===== src/rtl/ds_pwm_decimator_if.sv =====
// Stream bundle between a ternary PWM source and the CIC decimator: input code,
// accept strobe, datapath restart, decimated output and error flag.
interface ds_pwm_decimator_if #(
  parameter int OUT_W = 10
);
  logic                    restart;
  logic [1:0]              pwm_in;
  logic                    in_valid;
  logic signed [OUT_W-1:0] dout;
  logic                    dout_valid;
  logic                    code_err;

  modport master (
    output restart, pwm_in, in_valid,
    input  dout, dout_valid, code_err
  );

  modport slave (
    input  restart, pwm_in, in_valid,
    output dout, dout_valid, code_err
  );
endinterface


===== src/rtl/ds_pwm_decimator.sv =====
// Ternary PWM decoder followed by a sinc^ORDER CIC decimator (ratio 2^LOG2_R)
// producing saturated signed samples for loopback comparison.
module ds_pwm_decimator #(
  parameter int ORDER  = 3,
  parameter int LOG2_R = 3,
  parameter int OUT_W  = 10
) (
  input  logic               clock,
  input  logic               reset,
  ds_pwm_decimator_if.slave  io
);

  localparam int ACC_W = 2 + ORDER * LOG2_R;
  localparam int SHIFT = ORDER * LOG2_R + 1 - OUT_W;
  localparam logic signed [ACC_W-1:0] OUT_MAX = ACC_W'((1 << (OUT_W - 1)) - 1);
  localparam logic signed [ACC_W-1:0] OUT_MIN = ~OUT_MAX;

  function automatic logic signed [OUT_W-1:0] scale_sat(input logic signed [ACC_W-1:0] v);
    logic signed [ACC_W-1:0] y;
    y = v >>> SHIFT;
    if (y > OUT_MAX)
      y = OUT_MAX;
    else if (y < OUT_MIN)
      y = OUT_MIN;
    return y[OUT_W-1:0];
  endfunction

  logic signed [ACC_W-1:0] x;
  logic signed [ACC_W-1:0] integ_p0 [ORDER];
  logic signed [ACC_W-1:0] integ_nxt [ORDER];
  logic signed [ACC_W-1:0] dly_p1 [ORDER];
  logic signed [ACC_W-1:0] dly_nxt [ORDER];
  logic signed [ACC_W-1:0] int_acc;
  logic signed [ACC_W-1:0] comb_acc;
  logic [LOG2_R-1:0]       phase_p0;
  logic                    dec_p0;
  logic signed [OUT_W-1:0] dout_p1;
  logic                    vld_p1;
  logic                    code_err;

  always_comb begin
    x = '0;
    case (io.pwm_in)
      2'b01:   x = ACC_W'(1);
      2'b11:   x = '1;
      default: x = '0;
    endcase
  end

  // Integrator cascade settles within one edge; comb reads iN as registered.
  always_comb begin
    int_acc = x;
    for (int k = 0; k < ORDER; k++) begin
      int_acc      = integ_p0[k] + int_acc;
      integ_nxt[k] = int_acc;
    end
    comb_acc = integ_p0[ORDER-1];
    for (int k = 0; k < ORDER; k++) begin
      dly_nxt[k] = comb_acc;
      comb_acc   = comb_acc - dly_p1[k];
    end
  end

  always_ff @(posedge clock) begin
    if (!reset) begin
      for (int k = 0; k < ORDER; k++) begin
        integ_p0[k] <= '0;
        dly_p1[k]   <= '0;
      end
      phase_p0 <= '0;
      dec_p0   <= 1'b0;
      dout_p1  <= '0;
      vld_p1   <= 1'b0;
      code_err <= 1'b0;
    end else if (io.restart) begin
      for (int k = 0; k < ORDER; k++) begin
        integ_p0[k] <= '0;
        dly_p1[k]   <= '0;
      end
      phase_p0 <= '0;
      dec_p0   <= 1'b0;
      vld_p1   <= 1'b0;
    end else begin
      // stage 0: decode, integrate, track decimation phase
      dec_p0 <= 1'b0;
      if (io.in_valid) begin
        integ_p0 <= integ_nxt;
        phase_p0 <= phase_p0 + LOG2_R'(1);
        dec_p0   <= &phase_p0;
        if (io.pwm_in == 2'b10)
          code_err <= 1'b1;
      end
      // stage 1: comb at the decimated rate, scale and saturate
      vld_p1 <= 1'b0;
      if (dec_p0) begin
        dly_p1  <= dly_nxt;
        dout_p1 <= scale_sat(comb_acc);
        vld_p1  <= 1'b1;
      end
    end
  end

  assign io.dout       = dout_p1;
  assign io.dout_valid = vld_p1;
  assign io.code_err   = code_err;

endmodule


===== src/flat_wrapper.sv =====
// flat-port wrapper written by rule: the top's interface ports become plain ports
module ds_pwm_decimator_flat 
#(
  parameter int ORDER  = 3,
  parameter int LOG2_R = 3,
  parameter int OUT_W  = 10
)
  (clock, reset, io_restart, io_pwm_in, io_in_valid, io_dout, io_dout_valid, io_code_err);
  ds_pwm_decimator_if #(.OUT_W(OUT_W)) io_i ();
  input  logic clock;
  input  logic reset;
  input wire logic [$bits(io_i.restart)-1:0] io_restart;
  input wire logic [$bits(io_i.pwm_in)-1:0] io_pwm_in;
  input wire logic [$bits(io_i.in_valid)-1:0] io_in_valid;
  output wire logic [$bits(io_i.dout)-1:0] io_dout;
  output wire logic [$bits(io_i.dout_valid)-1:0] io_dout_valid;
  output wire logic [$bits(io_i.code_err)-1:0] io_code_err;
  assign io_i.restart = io_restart;
  assign io_i.pwm_in = io_pwm_in;
  assign io_i.in_valid = io_in_valid;
  assign io_dout = io_i.dout;
  assign io_dout_valid = io_i.dout_valid;
  assign io_code_err = io_i.code_err;
  ds_pwm_decimator #(.ORDER(ORDER), .LOG2_R(LOG2_R), .OUT_W(OUT_W)) u_core (.clock(clock), .reset(reset), .io(io_i));
endmodule

===== config.mk =====
export PLATFORM = sky130hd
export DESIGN_NAME = ds_pwm_decimator_flat
export DESIGN_NICKNAME = d
export VERILOG_FILES = /design/src/rtl/ds_pwm_decimator_if.sv /design/src/rtl/ds_pwm_decimator.sv /design/src/flat_wrapper.sv
export SDC_FILE = /design/constraint.sdc
export NUM_CORES = 1
export LEC_CHECK = 0
export ABC_AREA = 1
export ABC_CLOCK_PERIOD_IN_PS = 3800
export BUFFER_PORTS_ARGS = -buffer_cell sky130_fd_sc_hd__buf_2
export CORE_ASPECT_RATIO = 1.4
export CORE_MARGIN = 3
export CORE_UTILIZATION = 23
export CTS_BUF_LIST = sky130_fd_sc_hd__clkbuf_4 sky130_fd_sc_hd__clkbuf_8
export DETAILED_ROUTE_END_ITERATION = 10
export GPL_TIMING_DRIVEN = 0
export PLACE_DENSITY = 0.42
export SLEW_MARGIN = 0
export SYNTH_ARGS = -nofsm -noshare
export SYNTH_HDL_FRONTEND = slang
export SYNTH_SLANG_ARGS = --single-unit

===== constraint.sdc =====
create_clock -name clock -period 3.8 [get_ports clock]
set_input_delay 0.38 -clock clock [delete_from_list [all_inputs] [get_ports clock]]
set_output_delay 0.38 -clock clock [all_outputs]
set_load 0.01 [all_outputs]

==> results of run 1 <==
[Yosys cell counts]
library cell	count
a21o_1	3
nand2_2	7
nand3b_2	1
xor2_1	31
o21ai_0	78
o21bai_1	3
nor3_1	4
o21ai_1	2
nand2_1	109
a21oi_1	98
a31oi_1	4
o31ai_1	3
o211ai_1	3
o2111ai_1	1
nand4_1	3
nor2_2	4
nand3b_1	2
fa_1	6
dfxtp_1	82
nor3_2	2
or2_1	1
o31a_1	3
o311ai_0	1
o41ai_1	1
inv_1	142
xnor2_1	13
a21oi_2	7
a211oi_1	4
nand3_1	34
inv_2	3
or2_2	6
clkbuf_1	22
nand3_2	6
nor2_1	47
ha_1	62
buf_1	1
nor4_1	2
nand3_4	1
[power groups by stage]
| stage | Clock [mW] | Combinational [mW] | Sequential, mW |
|---|---|---|---|
| 6_report | 0.780 | 2.03 | 0.896 |
| 5_1_grt | 0.832 | 2.24 | 0.899 |
| 4_1_cts | 0.808 | 1.73 | 0.896 |
| 3_5_place_dp | 0 | 1.39 | 0.913 |
| 3_3_place_gp | 0 | 1.39 | 0.913 |
| 2_1_floorplan | 0 | 1.10 | 0.909 |
[layer usage]
metal / vias to the layer above / global-route usage (%)
li1: 2773 / -
met1: 2441 / 13.6
met4: 0 / 5.33
met3: 24 / 1.31
met5: - / 0
met2: 46 / 24.4
[cell type report]
| cell class | count | area [um^2] |
|---|---|---|
| plain buffers | 23 | 86.3 |
| clock buffers | 11 | 145 |
| clock inverters | 5 | 85.1 |
| fillers | 2596 | 16600 |
| inverters | 145 | 562 |
| multi-input cells | 552 | 4280 |
| flip-flops and latches | 82 | 1660 |
| well taps | 310 | 388 |
| repair buffers | 65 | 459 |
[layout by cell type (no fill, tap or decap), types with 3 or more instances in the layout]
cell type | synthesis | routed
inv_1 | 142 | 127
nand2_1 | 109 | 88
a21oi_1 | 98 | 80
dfxtp_1 | 82 | 72
o21ai_0 | 78 | 71
buf_4 | 0 | 46
nor2_1 | 47 | 45
ha_1 | 62 | 39
nand2_2 | 7 | 25
nand3_1 | 34 | 24
xor2_1 | 31 | 22
clkbuf_1 | 22 | 22
a21oi_2 | 7 | 21
ha_4 | 0 | 21
buf_2 | 0 | 16
nand3_2 | 6 | 15
inv_2 | 3 | 14
clkbuf_8 | 0 | 10
xnor2_1 | 13 | 9
xor2_2 | 0 | 8
dfxtp_2 | 0 | 8
or2_2 | 6 | 6
o21ai_2 | 0 | 5
a21oi_4 | 0 | 4
nor2_2 | 4 | 4
xnor2_2 | 0 | 3
o31a_1 | 3 | 3
o21ai_1 | 2 | 3
a211oi_1 | 4 | 3
nand2_4 | 0 | 3
nand4_1 | 3 | 3
a21o_1 | 3 | 3
o211ai_1 | 3 | 3
nor3_1 | 4 | 3
fa_2 | 0 | 3
fa_1 | 6 | 3
buf_6 | 0 | 3
[worst max-delay path: cells and delay by family, from the launching register on]
kind	cells	cell delay [ns]
and+or+nand+nor	13	1.36
adders and majority gates	4	1.19
buffers and inverters	6	0.47
DFF	1	0.34
AOI/OAI and AO/OA	3	0.33
xor gates and xnor gates	2	0.25
[flip-flops by register name, summed over array words and instances (netlist names)]
register / cells
u_core.dec_p0: 1
u_core.dly_nxt: 11
u_core.dly_p1: 33
u_core.integ_p0: 22
u_core.io.code_err: 1
u_core.io.dout: 10
u_core.io.dout_valid: 1
u_core.phase_p0: 3
[cells by family after synthesis]
kind of cell | count (synthesis) | share of synthesized area, %
DFF | 82 | 28.6
xor gates and xnor gates | 44 | 6.71
and+or+nand+nor | 229 | 18.2
AOI/OAI and AO/OA | 211 | 20.0
adders and majority gates | 68 | 15.6
buffers and inverters | 168 | 11.0
[per-stage QoR]
step	utilization, %	hold slack [ns]
2_1_floorplan	-	0.445
3_3_place_gp	25.9	0.454
3_5_place_dp	25.9	0.461
4_1_cts	29.3	0.243
5_1_grt	31.6	0.286
6_report	31.6	0.273
[path summary, 6_finish.rpt]
path,start,end,slack (ns),depth (start not counted)
setup / recovery,u_core.dly_nxt[22],u_core.io.dout[7],-0.25,28
hold reg to reg,u_core.phase_p0[2],u_core.phase_p0[2],0.48,2
setup reg to reg,u_core.dly_nxt[22],u_core.io.dout[7],-0.25,28
hold / removal,io_pwm_in[1],u_core.io.code_err,0.27,3
[repair_timing]
item / 4_1_cts / 5_1_grt
hold buffers: 0 / 0
cloned: 0 / 0
pin swaps: 45 / 68
buffers inserted: 34 / 17
resized for setup: 74 / 93
setup endpoints to repair: 14 / 15
==> run metrics, run 1 <==
status finished, violations left; failing checks setup timing; Avg WL per Cell 13.9 um; combinational cell fraction of total power a little over half; Layout Cells excl Fill 1193; largest net degree at the start of global routing 15; Port Buffer Count 16; Worst Tran Pin Value 0.690 ns; CP Max Fanout 7; min setup slack post-route -0.247 ns; Clock power frac a little over a fifth; I/O pin cnt 18; Cells after Synth 802; hpwl dp ~12 mm; setup tns final -2.36 ns; cell repeated most along the worst path inv_2; highest routed layer met4; max cap viols 0; Longest Clk Path Bufs 2; fmax 247 MHz; Worst setup EP type register; Final Hold Fails 0; routability cong. just under 0.8; cts bufs inserted 9; die area 26900 um^2; Crit-path slowest cell fa_2; CTS sink count between 80 and 90; Total Routing Usage GR 12.5%; Total Wirelength 16.6 mm; DRT iter0 DRCs 208; min Tclk post-route roughly 4.0 ns; Tot Pwr roughly 3.7 mW; CTS tree done; Post-route DRC 0; ANT nets after route 0; startpoint types register; Clk pin slew, worst setup/hold paths roughly 0.1 ns; Int Pwr around 2.2 mW; Worst VDD drop between 0.0002 and 0.00025 V; Synth top area share between 20% and 30%; register bit total from synthesis 82; RSZ-0062 raised after global routing true; vias in the first global route approximately 5300; pwr dens approximately 480 nW/um^2; Slew headroom between 50% and 60%; first-pass GRT wire length approximately 27 mm; Placed Instance Area around 6300 um^2; core area about 24000 um^2; pre-CTS setup slack -0.975 ns; H-tree depth 3; sequential share of the synthesized area 28.6%; max-slew violation count 0; sequential share of power roughly 24%; initial antenna violation count 0; root buffer cell clkbuf_8; Post-Route M1 WL approximately 6.9 mm; # diodes 0; LEAKAGE ~3.5 nW; post-synth top area cell dfxtp_1; Req. time, crit path about 4.1 ns; Psw roughly 1.5 mW; syn_nets 876; synth top area cells dfxtp_1 (29%), ha_1 (13%), inv_1 (9.3%); Max stage delay on crit path roughly 0.37 ns; vias per inst between 4 and 5; die width ~140 um; final period utilization 106%; Hold Path Class primary input to register; Area growth syn-to-layout 33.4%; Setup Viol. Count Final 11; Worst Path Arrival 4.32 ns; Yosys warnings 0; Syn Area/Cell 7.17 um^2; Final #Nets about 950; worst-skew pair later-pin latency between 0.3 and 0.4 ns; Net Sw Frac a little over two fifths; layout cell share with drive strength beyond 1 28.4%; Starting Density about a quarter; DR pass1 iterations 4; Netlist Area Pre-Place ~5700 um^2; Setup CP Type register to register; vias about 5300; cell count after placement 1128; grt ovf 0; Yosys cell types 38; Worst Clk Skew 0.0119 ns; FP Rows 67; met2 WL 8.98 mm; final instance area ~7700 um^2; die height around 190 um; met3 wire len 246 um
(Power assumes the default switching activity.)
==> inputs of run 2 (changes only) <==
--- a/config.mk
+++ b/config.mk
@@ -15,7 +15,8 @@
 export DETAILED_ROUTE_END_ITERATION = 10
 export GPL_TIMING_DRIVEN = 0
 export PLACE_DENSITY = 0.42
-export SLEW_MARGIN = 0
+export SETUP_SLACK_MARGIN = 0.15
+export SLEW_MARGIN = 25
 export SYNTH_ARGS = -nofsm -noshare
 export SYNTH_HDL_FRONTEND = slang
 export SYNTH_SLANG_ARGS = --single-unit
==> run 2 against run 1 <==
The flow still finishes with violations (setup timing). Final cell count is 0.34% higher. Critical path type unchanged. Register-to-register slack better by 0.03 ns. Clock power is 2% lower. Hold slack better by 0.0037 ns. Via count is 0.34% higher. Sequential power hardly changed. Clock-buffer cell count is 2 lower. Power is 2.9% lower. Largest cell class unchanged. Largest power group unchanged.
==> run metrics, run 2 (same netlist as run 1, synthesis figures left out) <==
fillers 2577; Worst VDD drop between 0.0002 and 0.00025 V; Area growth syn-to-layout 32.6%; Final #Nets approximately 960; Worst Clk Skew ~0.0097 ns; Worst Path Buf+Inv 11; area of the multi-input gates 4210 um^2; final instance area around 7600 um^2; max reg flops 33; status finished, violations left; H-tree depth 3; hold slack 0.277 ns; largest reg by FF count u_core.dly_p1; Longest Clk Path Bufs 2; Worst setup EP type register; I/O pin cnt 18; commonest non-fill, non-tap cell in the layout inv_1; die height 193 um; ANT nets after route 0; layout cell share with drive strength beyond 1 between 20% and 30%; CP Max Fanout 3; cell repeated most along the worst path buf_4; Req. time, crit path 4.12 ns; Setup CP Type register to register; Total Routing Usage GR between 10% and 20%; die area ~27000 um^2; Max stage delay on crit path roughly 0.40 ns; Hold Path Class primary input to register; GRT met2 Usage 24.2%; largest net degree at the start of global routing 16; Global Route met3 Usage under 10%; top cell family by delay on the critical path buffers and inverters; LEAKAGE ~3.5 nW; fmax 249 MHz; CTS tree done; first-pass GRT wire length 26.9 mm; Final Core Density 31.5%; root buffer cell clkbuf_8; CTS sink count 82; vias in the first global route between 5000 and 6000; Worst Path Arrival approximately 4.3 ns; FP Rows 67; Avg WL per Cell ~14 um; met1 usage 13.4%; Most Crowded Layer GR met2; Layout Cells excl Fill 1197; startpoint types register; die width 140 um; core area about 24000 um^2; routability cong. between 0.7 and 0.8; max cap viols 0; Placed Instance Area between 6000 and 7000 um^2; Starting Density about a quarter; cell count after placement ~1100; Worst Tran Pin Value approximately 0.7 ns; Setup Viol. Count Final 12; Port Buffer Count 16; DRT iter0 DRCs around 220; failing checks setup timing; vias about 5300; final period utilization 106%; cts bufs inserted 9; vias per inst around 4.4; Total Wirelength approximately 17 mm; min setup slack post-route -0.216 ns; Crit-path slowest cell fa_2; Clk pin slew, worst setup/hold paths around 0.1 ns; most frequent cells in the layout inv_1 (127), nand2_1 (88), a21oi_1 (78); grt ovf 0; worst-skew pair later-pin latency 0.39 ns; max-slew violation count 0; FF/Latch Area between 1500 and 2000 um^2; CP Cell Sequence ha_4 -> fa_2 -> a31oi_4 -> xnor2_4 -> ha_4 -> buf_6 -> a211oi_4 -> o31a_1 -> nor2_2 -> o21ai_2 -> nand2_1 -> nand2_1 -> nand2_2 -> buf_4 -> buf_6 -> buf_4 -> buf_4 -> buf_4 -> buf_4 -> buf_4 -> buf_4 -> buf_4 -> buf_4 -> a21oi_2; RSZ-0062 raised after global routing true; setup tns final -2.02 ns; initial antenna violation count 0; min Tclk post-route 4.02 ns; DR pass1 iterations 4; pwr dens 473 nW/um^2; Final Hold Fails 0; # diodes 0; hpwl dp around 12 mm; Slew headroom 52.0%; Post-route DRC 0
==> run 2: changes by cell type in the layout (fill, tap and decap cells not counted), sizes merged <==
cell,change
clkbuf,-2
clkinvlp,+1
buf,+4
inv,+1
==> run 2: cell type report <==
class / instances / area share, %
multi-input cells: 552 / 55.3
flip-flops and latches: 82 / 21.7
inverters: 145 / 7.31
repair buffers: 69 / 6.52
well taps: 310 / 5.09
clock buffers: 9 / 1.63
clock inverters: 7 / 1.33
plain buffers: 23 / 1.13
==> run 2: final timing paths <==
check                                         start                  end  slack (ns)  cells after the start
worst min-delay path                   io_pwm_in[1]   u_core.io.code_err        0.28                      3
worst min register to register    u_core.io.dout[7]    u_core.io.dout[7]        0.47                      2
worst max register to register  u_core.integ_p0[22]  u_core.integ_p0[18]       -0.22                     24
worst max-delay path            u_core.integ_p0[22]  u_core.integ_p0[18]       -0.22                     24
==> run 2: worst reg2reg max path, cell delays in order (launching register included) <==
cell      delay [ns]
dfxtp_2         0.35
ha_4            0.17
fa_2            0.40
a31oi_4         0.24
xnor2_4         0.18
ha_4            0.26
buf_6           0.12
a211oi_4        0.24
o31a_1          0.26
nor2_2          0.07
o21ai_2         0.18
nand2_1         0.08
nand2_1         0.07
nand2_2         0.07
buf_4           0.13
buf_6           0.10
buf_4           0.12
buf_4           0.12
buf_4           0.12
buf_4           0.12
buf_4           0.12
buf_4           0.12
buf_4           0.12
buf_4           0.12
a21oi_2         0.11
==> run 2: metal layers <==
| metal | vias up | wire, um |
|---|---|---|
| li1 | 2786 | - |
| met1 | 2429 | 6830 |
| met2 | 54 | 8790 |
| met3 | 33 | 299 |
| met5 | - | 0 |
| met4 | 0 | 642 |
==> run 2: metrics by stage <==
step,worst slack (ns),total power [mW]
after floorplan,0.115,2.09
after global placement,-0.726,2.39
after detailed placement,-0.728,2.40
after CTS,-0.202,3.48
after global routing,-0.464,3.89
final,-0.216,3.60
==> run 2: where the power goes <==
group	internal [mW]	switching (mW)	total [mW]
Sequential	0.879	0.0178	0.897
Clock	0.376	0.387	0.764
Combinational	0.846	1.10	1.94
==> run 2: what timing repair did <==
| item | 4_1_cts | 5_1_grt |
|---|---|---|
| pin swaps | 53 | 50 |
| hold buffers | 0 | 0 |
| buffers inserted | 45 | 8 |
| setup endpoints to repair | 14 | 18 |
| endpoints found under the hold margin | 0 | 0 |
| gates resized for setup | 75 | 60 |
==> inputs of run 3 (changes only) <==
--- a/config.mk
+++ b/config.mk
@@ -6,7 +6,7 @@
 export NUM_CORES = 1
 export LEC_CHECK = 0
 export ABC_AREA = 1
-export ABC_CLOCK_PERIOD_IN_PS = 3800
+export ABC_CLOCK_PERIOD_IN_PS = 3600
 export BUFFER_PORTS_ARGS = -buffer_cell sky130_fd_sc_hd__buf_2
 export CORE_ASPECT_RATIO = 1.4
 export CORE_MARGIN = 3
@@ -14,7 +14,7 @@
 export CTS_BUF_LIST = sky130_fd_sc_hd__clkbuf_4 sky130_fd_sc_hd__clkbuf_8
 export DETAILED_ROUTE_END_ITERATION = 10
 export GPL_TIMING_DRIVEN = 0
-export PLACE_DENSITY = 0.42
+export PLACE_DENSITY = 0.48
 export SETUP_SLACK_MARGIN = 0.15
 export SLEW_MARGIN = 25
 export SYNTH_ARGS = -nofsm -noshare
==> constraint.sdc (replaced) <==
create_clock -name clock -period 3.6 [get_ports clock]
set_input_delay 0.36 -clock clock [delete_from_list [all_inputs] [get_ports clock]]
set_output_delay 0.36 -clock clock [all_outputs]
set_load 0.01 [all_outputs]
==> run 3 against run 2 <==
The flow still finishes with violations (setup timing). Sequential cell count unchanged. Sequential share of layout area decreased by 0.055 points. Power increased by 10%. Hold slack got worse by 0.036 ns. Largest cell class unchanged. Via count decreased by 1.1%. Clock-buffer cell count increased by 1. Register-to-register slack got worse by 0.18 ns. Cell area increased by 0.56%.
==> run metrics, run 3 (same netlist as run 1, synthesis figures left out) <==
Worst Clk Skew roughly 0.0080 ns; I/O pin cnt 18; FP Rows 67; root buffer cell clkbuf_8; most frequent cells in the layout inv_1 (128), nand2_1 (92), a21oi_1 (77); Post-route DRC 0; min Tclk post-route approximately 4.0 ns; Worst Tran Pin Value slightly below 0.7 ns; core area roughly 24000 um^2; Worst Hold Endpoint u_core.io.code_err; worst-skew pair later-pin latency about 0.39 ns; Setup CP Type register to register; Port Buffer Count 16; worst reg2reg startpoint u_core.dly_nxt[22]; Total Routing Usage GR about an eighth; Area growth syn-to-layout 33.3%; final instance area roughly 7700 um^2; DRT iter0 DRCs between 200 and 250; layout cell share with drive strength beyond 1 27.4%; status finished, violations left; vias about 5200; vias in the first global route approximately 5200; Total Wirelength 15.9 mm; die height slightly below 200 um; hpwl dp roughly 12 mm; grt ovf 0; top cell family by delay on the critical path adder cells; Tot Pwr 3.96 mW; # diodes 0; startpoint types register; Worst Path Arrival approximately 4.3 ns; routability cong. 0.823; Worst setup EP type register; first-pass GRT wire length ~26 mm; RSZ-0062 raised after global routing true; fmax 250 MHz; R2R depth 23; Worst VDD drop approximately 0.0004 V; Final #Nets ~950; ANT nets after route 0; Layout Cells excl Fill 1192; pwr dens between 500 and 600 nW/um^2; Worst R2R End u_core.io.dout[2]; Hold Path Class primary input to register; Max stage delay on crit path ~0.4 ns; LEAKAGE 3.50 nW; Setup Viol. Count Final 13; Starting Density a little under a quarter; Placed Instance Area roughly 6400 um^2; max reg flops 33; final period utilization 111%; cts bufs inserted 9; number of cells on the worst hold path 3; vias per inst between 4 and 5; CP Cell Sequence inv_2 -> ha_4 -> fa_2 -> inv_2 -> a31oi_2 -> xnor2_2 -> ha_4 -> nand2_4 -> nor3_4 -> a21oi_2 -> o21bai_1 -> xor2_1 -> inv_1 -> ha_4 -> nand2_4 -> nor2_4 -> nand3_2 -> o2111ai_4 -> xor2_2 -> nand3b_4 -> nand2_4 -> inv_6 -> a21oi_2; fillers 2555; setup tns final -4.16 ns; H-tree depth 3; Final Hold Fails 0; largest reg by FF count u_core.dly_p1; largest net degree at the start of global routing 14; Clk pin slew, worst setup/hold paths around 0.090 ns; failing checks setup timing; die width between 100 and 150 um; commonest non-fill, non-tap cell in the layout inv_1; hold slack 0.241 ns; min setup slack post-route -0.399 ns; Req. time, crit path 3.87 ns; die area roughly 27000 um^2; DR pass1 iterations 4; max cap viols 0; max-slew violation count 0; CTS tree done; CP Max Fanout 6; Avg WL per Cell between 10 and 15 um; Worst Path Buf+Inv 4; flop2flop setup slack -0.40 ns; Hold Startpoint io_pwm_in[1]; Slew headroom between 50% and 60%; Crit-path slowest cell fa_2; initial antenna violation count 0; CTS sink count between 80 and 90; cell count after placement ~1100; Longest Clk Path Bufs 2
[run 3: where the power goes]
group / total, mW / internal, mW / switching [mW]
registers: 0.946 / 0.927 / 0.0188
logic: 2.10 / 0.938 / 1.16
clock network: 0.913 / 0.535 / 0.377
total: 3.96 / 2.40 / 1.56
[run 3: worst max-delay path by stage]
| stage | from | endpoint | depth (start not counted) |
|---|---|---|---|
| 3_3_place_gp | io_pwm_in[0] | u_core.dly_nxt[32] | 25 |
| 3_5_place_dp | io_pwm_in[0] | u_core.dly_nxt[32] | 25 |
| 2_1_floorplan | u_core.dly_nxt[22] | u_core.io.dout[2] | 23 |
| 4_1_cts | u_core.dly_p1[26] | u_core.io.dout[1] | 27 |
| 5_1_grt | u_core.dly_nxt[22] | u_core.io.dout[0] | 27 |
| 6_report | u_core.dly_nxt[22] | u_core.io.dout[2] | 23 |
[run 3: area by class of cell]
class,instances,area [um^2],share of cell area [%]
Buffer,23,86.3,1.13
Clock buffer,10,131,1.71
Clock inverter,5,128,1.67
Inverter,145,559,7.30
Multi-Input combinational cell,552,4240,55.4
Sequential cell,82,1660,21.7
Tap cell,310,388,5.06
Timing Repair Buffer,65,467,6.09
[run 3: stage by stage]
| stage | utilization, % | setup slack (ns) |
|---|---|---|
| 3_3_place_gp | 26.5 | -0.860 |
| 2_1_floorplan | - | -0.0804 |
| 5_1_grt | 31.6 | -0.608 |
| 4_1_cts | 29.6 | -0.441 |
| 3_5_place_dp | 26.5 | -0.863 |
| 6_report | 31.6 | -0.399 |
[run 3: worst reg2reg max path: stages (launching register included)]
cell and delay, ns:
dfxtp_2 0.34, inv_2 0.05, ha_4 0.17, fa_2 0.40
inv_2 0.09, a31oi_2 0.10, xnor2_2 0.17, ha_4 0.31
nand2_4 0.07, nor3_4 0.23, a21oi_2 0.10, o21bai_1 0.20
xor2_1 0.20, inv_1 0.10, ha_4 0.32, nand2_4 0.08
nor2_4 0.09, nand3_2 0.10, o2111ai_4 0.12, xor2_2 0.23
nand3b_4 0.20, nand2_4 0.06, inv_6 0.10, a21oi_2 0.05
[run 3: routing by layer]
metal	routed length, um	share of wire, %	GRT usage (%)
met2	8670	55	24.0
met3	352	2.2	2.00
met1	6630	42	12.7
met4	223	1.4	3.50
met5	0	0	0
[run 3: timing repair]
item                                    in CTS  in global routing
hold buffers                                 0                  0
pin swaps                                   53                 67
gates resized for setup                     60                 71
endpoints found under the setup margin      15                 18
buffers inserted                            30                 19
